<file path="config.mk">
export PLATFORM = sky130hd
export DESIGN_NAME = cpu_datapath_flat
export DESIGN_NICKNAME = d
export VERILOG_FILES = /design/src/rtl/cpu_datapath_if.sv /design/src/rtl/cpu_datapath.sv /design/src/flat_wrapper.sv
export SDC_FILE = /design/constraint.sdc
export NUM_CORES = 1
export LEC_CHECK = 0
export ABC_CLOCK_PERIOD_IN_PS = 2080
export CAP_MARGIN = 30
export CORE_MARGIN = 5
export CORE_UTILIZATION = 43
export CTS_BUF_LIST = sky130_fd_sc_hd__clkbuf_16
export DETAILED_ROUTE_END_ITERATION = 6
export HOLD_SLACK_MARGIN = 0.05
export PLACE_DENSITY = 0.76
export SLEW_MARGIN = 30
export SYNTH_ARGS = -nofsm -noshare
export SYNTH_HDL_FRONTEND = slang
export SYNTH_SLANG_ARGS = --single-unit
</file>
<file path="constraint.sdc">
create_clock -name clk -period 2.08 [get_ports clk]
set_clock_uncertainty 0.05 [all_clocks]
set_input_delay 0.416 -clock clk [delete_from_list [all_inputs] [get_ports clk]]
set_output_delay 0.416 -clock clk [all_outputs]
set_load 0.05 [all_outputs]
</file>
<file path="src/rtl/cpu_datapath_if.sv">
// Controller-strobe, memory-port and feedback bundle for the accumulator datapath.
interface cpu_datapath_if #(
    parameter int AWIDTH = 5,
    parameter int DWIDTH = 8,
    parameter int CNT_W  = 16
);
    logic              sel, rd, ld_ir, halt, inc_pc, ld_ac, ld_pc, wr, data_e;
    logic [DWIDTH-1:0] mem_rdata;
    logic [AWIDTH-1:0] mem_addr;
    logic              mem_re, mem_we, mem_wdata_oe;
    logic [DWIDTH-1:0] mem_wdata;
    logic [2:0]        opcode;
    logic              is_zero;
    logic [AWIDTH-1:0] pc;
    logic [DWIDTH-1:0] acc;
    logic              halted;
    logic [CNT_W-1:0]  instr_count;

    // master: controller + memory side; slave: the datapath
    modport master (
        output sel, rd, ld_ir, halt, inc_pc, ld_ac, ld_pc, wr, data_e, mem_rdata,
        input  mem_addr, mem_re, mem_we, mem_wdata, mem_wdata_oe,
               opcode, is_zero, pc, acc, halted, instr_count
    );
    modport slave (
        input  sel, rd, ld_ir, halt, inc_pc, ld_ac, ld_pc, wr, data_e, mem_rdata,
        output mem_addr, mem_re, mem_we, mem_wdata, mem_wdata_oe,
               opcode, is_zero, pc, acc, halted, instr_count
    );
endinterface

</file>
<file path="src/rtl/cpu_datapath.sv">
// Accumulator datapath: PC, IR, ACC, ALU, memory address mux, halt flag and
// saturating retired-instruction counter. DWIDTH must equal AWIDTH+3.
module cpu_datapath #(
    parameter int AWIDTH = 5,
    parameter int DWIDTH = 8,
    parameter int CNT_W  = 16
) (
    input logic clk,
    input logic rst,
    cpu_datapath_if.slave bus
);
    localparam logic [2:0] OP_ADD = 3'b010;
    localparam logic [2:0] OP_AND = 3'b011;
    localparam logic [2:0] OP_XOR = 3'b100;
    localparam logic [2:0] OP_LDA = 3'b101;

    logic [AWIDTH-1:0] pc;
    logic [DWIDTH-1:0] ir, acc, alu_out;
    logic [CNT_W-1:0]  instr_count;
    logic              halted, ld_ir_q, frozen;
    logic [2:0]        opcode;

    assign opcode = ir[DWIDTH-1:DWIDTH-3];
    // A halt strobe freezes state already at the edge that sets the flag.
    assign frozen = halted | bus.halt;

    always_comb begin
        alu_out = acc;
        case (opcode)
            OP_ADD:  alu_out = acc + bus.mem_rdata;
            OP_AND:  alu_out = acc & bus.mem_rdata;
            OP_XOR:  alu_out = acc ^ bus.mem_rdata;
            OP_LDA:  alu_out = bus.mem_rdata;
            default: alu_out = acc;
        endcase
    end

    always_ff @(posedge clk or posedge rst) begin
        if (rst) begin
            pc          <= '0;
            ir          <= '0;
            acc         <= '0;
            halted      <= 1'b0;
            ld_ir_q     <= 1'b0;
            instr_count <= '0;
        end else begin
            ld_ir_q <= bus.ld_ir;
            if (bus.halt) halted <= 1'b1;
            if (!frozen) begin
                if (bus.ld_ir) ir <= bus.mem_rdata;
                if (bus.ld_pc)       pc <= ir[AWIDTH-1:0];
                else if (bus.inc_pc) pc <= pc + 1'b1;
                if (bus.ld_ac) acc <= alu_out;
                // count fetches once even when ld_ir is held for several cycles
                if (bus.ld_ir && !ld_ir_q && instr_count != '1)
                    instr_count <= instr_count + 1'b1;
            end
        end
    end

    assign bus.mem_addr     = bus.sel ? pc : ir[AWIDTH-1:0];
    assign bus.mem_re       = bus.rd & ~halted;
    assign bus.mem_we       = bus.wr & ~halted;
    assign bus.mem_wdata    = acc;
    assign bus.mem_wdata_oe = bus.data_e & ~halted;
    assign bus.opcode       = opcode;
    assign bus.is_zero      = (acc == '0);
    assign bus.pc           = pc;
    assign bus.acc          = acc;
    assign bus.halted       = halted;
    assign bus.instr_count  = instr_count;
endmodule

</file>
<file path="src/flat_wrapper.sv">
// flat-port wrapper written by rule: the top's interface ports become plain ports
module cpu_datapath_flat 
#(
    parameter int AWIDTH = 5,
    parameter int DWIDTH = 8,
    parameter int CNT_W  = 16
)
  (clk, rst, bus_sel, bus_rd, bus_ld_ir, bus_halt, bus_inc_pc, bus_ld_ac, bus_ld_pc, bus_wr, bus_data_e, bus_mem_rdata, bus_mem_addr, bus_mem_re, bus_mem_we, bus_mem_wdata, bus_mem_wdata_oe, bus_opcode, bus_is_zero, bus_pc, bus_acc, bus_halted, bus_instr_count);
  cpu_datapath_if #(.AWIDTH(AWIDTH), .DWIDTH(DWIDTH), .CNT_W(CNT_W)) bus_i ();
  input logic clk;
  input logic rst;
  input wire logic [$bits(bus_i.sel)-1:0] bus_sel;
  input wire logic [$bits(bus_i.rd)-1:0] bus_rd;
  input wire logic [$bits(bus_i.ld_ir)-1:0] bus_ld_ir;
  input wire logic [$bits(bus_i.halt)-1:0] bus_halt;
  input wire logic [$bits(bus_i.inc_pc)-1:0] bus_inc_pc;
  input wire logic [$bits(bus_i.ld_ac)-1:0] bus_ld_ac;
  input wire logic [$bits(bus_i.ld_pc)-1:0] bus_ld_pc;
  input wire logic [$bits(bus_i.wr)-1:0] bus_wr;
  input wire logic [$bits(bus_i.data_e)-1:0] bus_data_e;
  input wire logic [$bits(bus_i.mem_rdata)-1:0] bus_mem_rdata;
  output wire logic [$bits(bus_i.mem_addr)-1:0] bus_mem_addr;
  output wire logic [$bits(bus_i.mem_re)-1:0] bus_mem_re;
  output wire logic [$bits(bus_i.mem_we)-1:0] bus_mem_we;
  output wire logic [$bits(bus_i.mem_wdata)-1:0] bus_mem_wdata;
  output wire logic [$bits(bus_i.mem_wdata_oe)-1:0] bus_mem_wdata_oe;
  output wire logic [$bits(bus_i.opcode)-1:0] bus_opcode;
  output wire logic [$bits(bus_i.is_zero)-1:0] bus_is_zero;
  output wire logic [$bits(bus_i.pc)-1:0] bus_pc;
  output wire logic [$bits(bus_i.acc)-1:0] bus_acc;
  output wire logic [$bits(bus_i.halted)-1:0] bus_halted;
  output wire logic [$bits(bus_i.instr_count)-1:0] bus_instr_count;
  assign bus_i.sel = bus_sel;
  assign bus_i.rd = bus_rd;
  assign bus_i.ld_ir = bus_ld_ir;
  assign bus_i.halt = bus_halt;
  assign bus_i.inc_pc = bus_inc_pc;
  assign bus_i.ld_ac = bus_ld_ac;
  assign bus_i.ld_pc = bus_ld_pc;
  assign bus_i.wr = bus_wr;
  assign bus_i.data_e = bus_data_e;
  assign bus_i.mem_rdata = bus_mem_rdata;
  assign bus_mem_addr = bus_i.mem_addr;
  assign bus_mem_re = bus_i.mem_re;
  assign bus_mem_we = bus_i.mem_we;
  assign bus_mem_wdata = bus_i.mem_wdata;
  assign bus_mem_wdata_oe = bus_i.mem_wdata_oe;
  assign bus_opcode = bus_i.opcode;
  assign bus_is_zero = bus_i.is_zero;
  assign bus_pc = bus_i.pc;
  assign bus_acc = bus_i.acc;
  assign bus_halted = bus_i.halted;
  assign bus_instr_count = bus_i.instr_count;
  cpu_datapath #(.AWIDTH(AWIDTH), .DWIDTH(DWIDTH), .CNT_W(CNT_W)) u_core (.clk(clk), .rst(rst), .bus(bus_i));
endmodule
</file>
---- After elaboration in Yosys (flattened, before gate mapping) ----
Cells that the tools add are included.
word-level totals
  bits in registers ....................... 39
  output and inout bits ................... 50
  logic and storage cells ................. 36
  input port bits ......................... 19
operators by class
  equality and inequality tests ........... 5
  add/subtract/negate cells ............... 3
  bitwise gates (word level) .............. 8
  reduce and logical (&&, ||, !) cells .... 10
  multiplexer cells ....................... 4
operator list
  cell                                                                    count
  8-bit one-hot mux with 4 select lines                                   1
  16-bit by 1-bit adder with 16-bit output (second input constant)        1
  16-bit != test (second input constant)                                  1
  5-bit 2-to-1 mux                                                        3
  8-bit adder                                                             1
  8-bit bitwise AND                                                       1
  8-bit logical NOT                                                       1
  8-bit bitwise XOR                                                       1
  3-bit by 2-bit equality test with 1-bit output (second input constant)  2
  3-bit equality test (second input constant)                             2
  2-bit AND reduction                                                     3
  5-bit by 1-bit adder with 5-bit output (second input constant)          1
  4-bit nonzero test                                                      1
  1-bit bitwise AND                                                       3
  3-bit AND reduction                                                     1
  1-bit logical AND                                                       2
  1-bit NOT                                                               2
  2-bit nonzero test                                                      1
  1-bit logical NOT                                                       1
  1-bit bitwise OR                                                        1

---- Logic depth before layout (Yosys ltp) ----
  depth in word-level cells ............... 4
  gate-level depth with buffers ........... 8
  mapped depth without buffers ............ 8

---- Worst setup path after synthesis ----
OpenSTA, ideal clock, no wires.
  kind .................................... reg-to-reg
  start point ............................. register u_core.acc[0], in the netlist u_core.bus.acc[0]
  end point ............................... register u_core.acc[6], in the netlist u_core.bus.acc[6]
  buffers on the path ..................... 0
  setup slack ............................. -0.277 ns
  data arrival time ....................... 2.220 ns
  cell stages (with the launch flop) ...... 9
  data required time ...................... 1.943 ns
  clock period less this slack ............ 2.357 ns
  library setup time ...................... 0.087 ns
  cells stage by stage .................... dfrtp_1 > ha_1 > inv_1 > fa_1 > nor2b_1 > o31a_1 > o22ai_1 > or4_1 > o211ai_1
between the ends
  cells in the longest elaborated chain, start to end .. 2
ends and longest elaborated chain
  element                                line                text
  from (decl)                            cpu_datapath.sv:18  logic [DWIDTH-1:0] ir, acc, alu_out;
  from (signal assigned)                 cpu_datapath.sv:53  if (bus.ld_ac) acc <= alu_out;
  8-bit adder                            cpu_datapath.sv:30  OP_ADD: alu_out = acc + bus.mem_rdata;
  8-bit one-hot mux with 4 select lines  cpu_datapath.sv:29  case (opcode)
No other way between the ends.
A chain may end at the register's enable or synchronous reset.

---- Final worst setup path ----
  start point ............................. register u_core.acc[3], in the netlist u_core.bus.acc[3]
  end point ............................... output port bus_is_zero
between the ends
  cells in the longest elaborated chain, start to end .. 1
ends and longest elaborated chain
  element            line                text
  8-bit logical NOT  cpu_datapath.sv:67  assign bus.is_zero = (acc == '0);
  to (decl)          flat_wrapper.sv:28  output wire logic [$bits(bus_i.is_zero)-1:0] bus_is_zero;
No other way between the ends.

==> out/summary.log <==
qor: power.power_switching_share 0.2883
qor: placement.placed_cells_incl_taps 384
qor: placement.dp_worst_setup_slack -0.4639 ns
qor: setup_path.worst-endpoint-required 1.61 ns
qor: setup_path.timing.critical_path.arrival 1.57 ns
qor: placement.dpl-instance-area 3296 um2
qor: final_layout.finish.net_count 351
qor: sta.slew_headroom 0.6024
qor: sta.fin_setup_tns 0 ns
qor: global_routing.grt_total_usage 0.1822
qor: global_routing.grt_antenna_before_repair 0
qor: clock_tree.cts_buffer_depth 2
qor: floorplan.dieArea 7175 um2
qor: clock_tree.cts_tree yes
qor: clock_tree.cts.sinks 39
qor: routing.detail_route.drc_violations 0
qor: logic_synthesis.netlist_area 2400 um2
qor: sta.post-route-period-util 0.9799
qor: clock_tree.clk_latency 0.28 ns
qor: routing.via_count 2168
qor: routing.first_pass_iters 4
qor: sta.timing.final.max_slew_violations 0
qor: floorplan.chipWidth 84.71 um
qor: floorplan.floorplan.rows 27
qor: logic_synthesis.synth_cell_type_count 50
qor: routing.antenna_left 0
qor: setup_path.slowest_stage or4_4
qor: placement.place.detailed.hpwl 4.784 mm
qor: setup_path.bufs_and_invs_on_worst_path 1
qor: logic_synthesis.synth.yosys.seq_area_share 0.4067
qor: setup_path.worstSetupPathType flip-flop to output pin
qor: final_layout.finalNonFillerCells 394
qor: floorplan.die_height 84.71 um
qor: logic_synthesis.async_flop_share 1.000
qor: logic_synthesis.postSynth.topFlopCell dfrtp_1
qor: power.clockPowerShare 0.396
qor: logic_synthesis.synth_edf_count 0
qor: global_routing.grt_overflow_total 0
qor: sta.post_route_hold_slack 0.4393 ns
qor: final_layout.finish.instance_area 3487 um2
qor: power.max_ir_drop_vdd 0.3585 mV
qor: routing.post_detailed_route_wirelength_per_cell 15.89 um
qor: sta.timing.fmax 490.6 MHz
qor: setup_path.critPathMaxFanout 5
qor: global_routing.first_global_vias 2181
qor: setup_path.startpoint_type flip-flop
qor: logic_synthesis.ys_ff_latch 39
qor: floorplan.start_util 0.4385
qor: power.power_density 625.6 nW/um2
qor: clock_tree.clk_transition_reported_paths 0.06 ns
qor: run_status.status completed
qor: floorplan.floorplan.core_area 5473 um2
qor: logic_synthesis.synth.avg_cell_area 10.21 um2
qor: floorplan.num_io_pins 69
qor: logic_synthesis.synth_fp_nets 265
qor: power.p_comb_frac 0.219
qor: setup_path.path_cells or4_4 > nor2_4 > buf_12
qor: logic_synthesis.synthDominantAreaCellType dfrtp_1
qor: setup_path.path_delay_family simple AND/OR/NAND/NOR gates
qor: power.seq_power_share 0.385
qor: setup_path.critPathMaxStageDelay 0.56 ns
qor: final_layout.layout-drive-gt1-share 0.2764
qor: final_layout.num_antenna_cells 0
qor: sta.grt_setup_unrepaired true
qor: final_layout.layout-area-overhead-vs-synth 45.31%
qor: job.drv_cap 0
qor: placement.buffer_ports.inserted 68
qor: logic_synthesis.postSynthCellCount 235
qor: setup_path.endpoint_kind output pin
qor: routing.post_drt_via_cell_ratio 5.503
qor: power.p_sw 628.9 uW
qor: power.total_power 2.182 mW
qor: clock_tree.cts_made_buffers 5
qor: final_layout.finish.utilization 0.6372
qor: sta.timing_worst_slew_pin_value 0.5952 ns
qor: sta.final.min_clock_period 2.038 ns
qor: logic_synthesis.post_synth_main_area_contributors dfrtp_1 (41%), mux2_2 (6.1%), ha_1 (5.2%), xnor2_1 (4.4%), buf_4 (3.8%)
qor: clock_tree.cts-root-buf clkbuf_16
qor: global_routing.largest_net_degree_at_the_start_of_global_routing 40
qor: routing.routed_wirelength 6.261 mm
qor: clock_tree.cts_hold_buf 0
qor: sta.report.final.hold_viol_count 0
qor: global_routing.grt_pass1_wl 10.75 mm
qor: worst_hold_path.worst_hold_path_type input port to asynchronous set/reset pin
qor: placement.finalWeightedCongestion 0.8459
qor: logic_synthesis.yosysTopAreaCellShare 0.4067
qor: clock_tree.h_tree_lvls 2
qor: power.intPower 1.553 mW
qor: power.p_leak 1.548 nW
qor: sta.setup_ws 0.04174 ns
qor: routing.detail_route.iter0.violations 87
qor: logic_synthesis.yosys_warns 0
qor: sta.setup_viol_count_final 0
==> synthesized netlist by cell type, types with 10 or more instances <==
master and n:
nand2_1 11, nand3_1 10, ha_1 10, xnor2_1 12, o21ai_0 13, mux2_2 13
a21oi_1 10, buf_4 12, nor2_1 10, dfrtp_1 39
==> cells in the final DEF, fill, tap and decap left out, types with 2 or more instances in the layout <==
cell type	instances
o22ai_1	4
nor2b_1	6
a221oi_1	2
a21oi_1	10
clkbuf_16	5
ha_1	9
nor2_1	9
a22o_1	4
inv_1	7
clkdlybuf4s50_1	42
xor2_1	4
a211oi_1	3
or4_4	2
o21a_1	2
nand2_1	11
nor3_1	7
a31oi_1	4
dfrtp_1	36
xnor2_1	12
nand3_1	10
buf_12	6
buf_4	45
a211o_1	2
dfrtp_2	3
nand4_1	6
o21ai_0	13
mux2_2	13
and4_1	2
and3_1	3
a22oi_1	3
nor3b_1	2
a21o_1	4
nand2b_1	2
==> routing by layer <==
layer,GRT usage,vias to the layer above,routed length (um),part of all wire
li1,-,1031,-,-
met1,0.2294,1056,2690,0.43
met2,0.3110,72,3119,0.50
met3,0.04024,9,349,0.056
met4,0.05612,0,102,0.016
met5,0,-,0,0
==> timing repair <==
item                                    CTS  global route
buffers inserted                          0             2
gates resized for setup                   3             3
endpoints found under the setup margin    4             2
==> worst register-to-register path: stages (launching register included) <==
cell and delay (ns):
dfrtp_2 0.43, ha_4 0.16, inv_1 0.05, fa_2 0.35, nor2b_2 0.13, o31a_1 0.14, o22ai_1 0.10, or4_1 0.41
o211ai_1 0.11
==> power groups by stage <==
stage	logic, mW	registers [mW]	clock network, mW
2_1_floorplan	0.263	0.891	0
3_3_place_gp	0.466	0.851	0
3_5_place_dp	0.474	0.852	0
4_1_cts	0.476	0.839	0.883
5_1_grt	0.515	0.846	0.916
6_report	0.478	0.839	0.865
==> state kept, by name, indices dropped and copies added (netlist names) <==
register / cells
u_core.bus.pc: 5
u_core.ir: 8
u_core.bus.halted: 1
u_core.ld_ir_q: 1
u_core.bus.instr_count: 16
u_core.bus.acc: 8
==> worst paths after layout <==
| kind | from | end | slack [ns] | cells after the start |
|---|---|---|---|---|
| max reg2reg | u_core.bus.acc[0] | u_core.bus.acc[6] | 0.07 | 8 |
| min | rst | u_core.bus.instr_count[7] | 0.44 | 3 |
| min reg2reg | u_core.bus.instr_count[10] | u_core.bus.instr_count[10] | 0.44 | 1 |
| max | u_core.bus.acc[3] | bus_is_zero | 0.04 | 3 |
| max in group asynchronous | rst | u_core.bus.acc[0] | 1.33 | 3 |
| min in group clk | u_core.bus.instr_count[10] | u_core.bus.instr_count[10] | 0.44 | 1 |
==> logic make-up after synthesis <==
| family | after synthesis | synth area share |
|---|---|---|
| fa+ha+maj | 11 | 0.06048 |
| buf+inv | 23 | 0.05475 |
| xor+xnor | 17 | 0.06517 |
| compound gates | 60 | 0.1747 |
| simple gates | 70 | 0.1684 |
| mux | 15 | 0.06986 |
| flops | 39 | 0.4067 |
==> cell type report <==
class                      count  area (um2)
timing repair buffer          95       897.1
fill                         449        1986
sequential                    39       979.7
clock buffer                   5       125.1
tap                           72       90.09
multi-input combinational    173        1325
inverter                       7       26.28
clock inverter                 3       43.79
(Power assumes the default switching activity.)
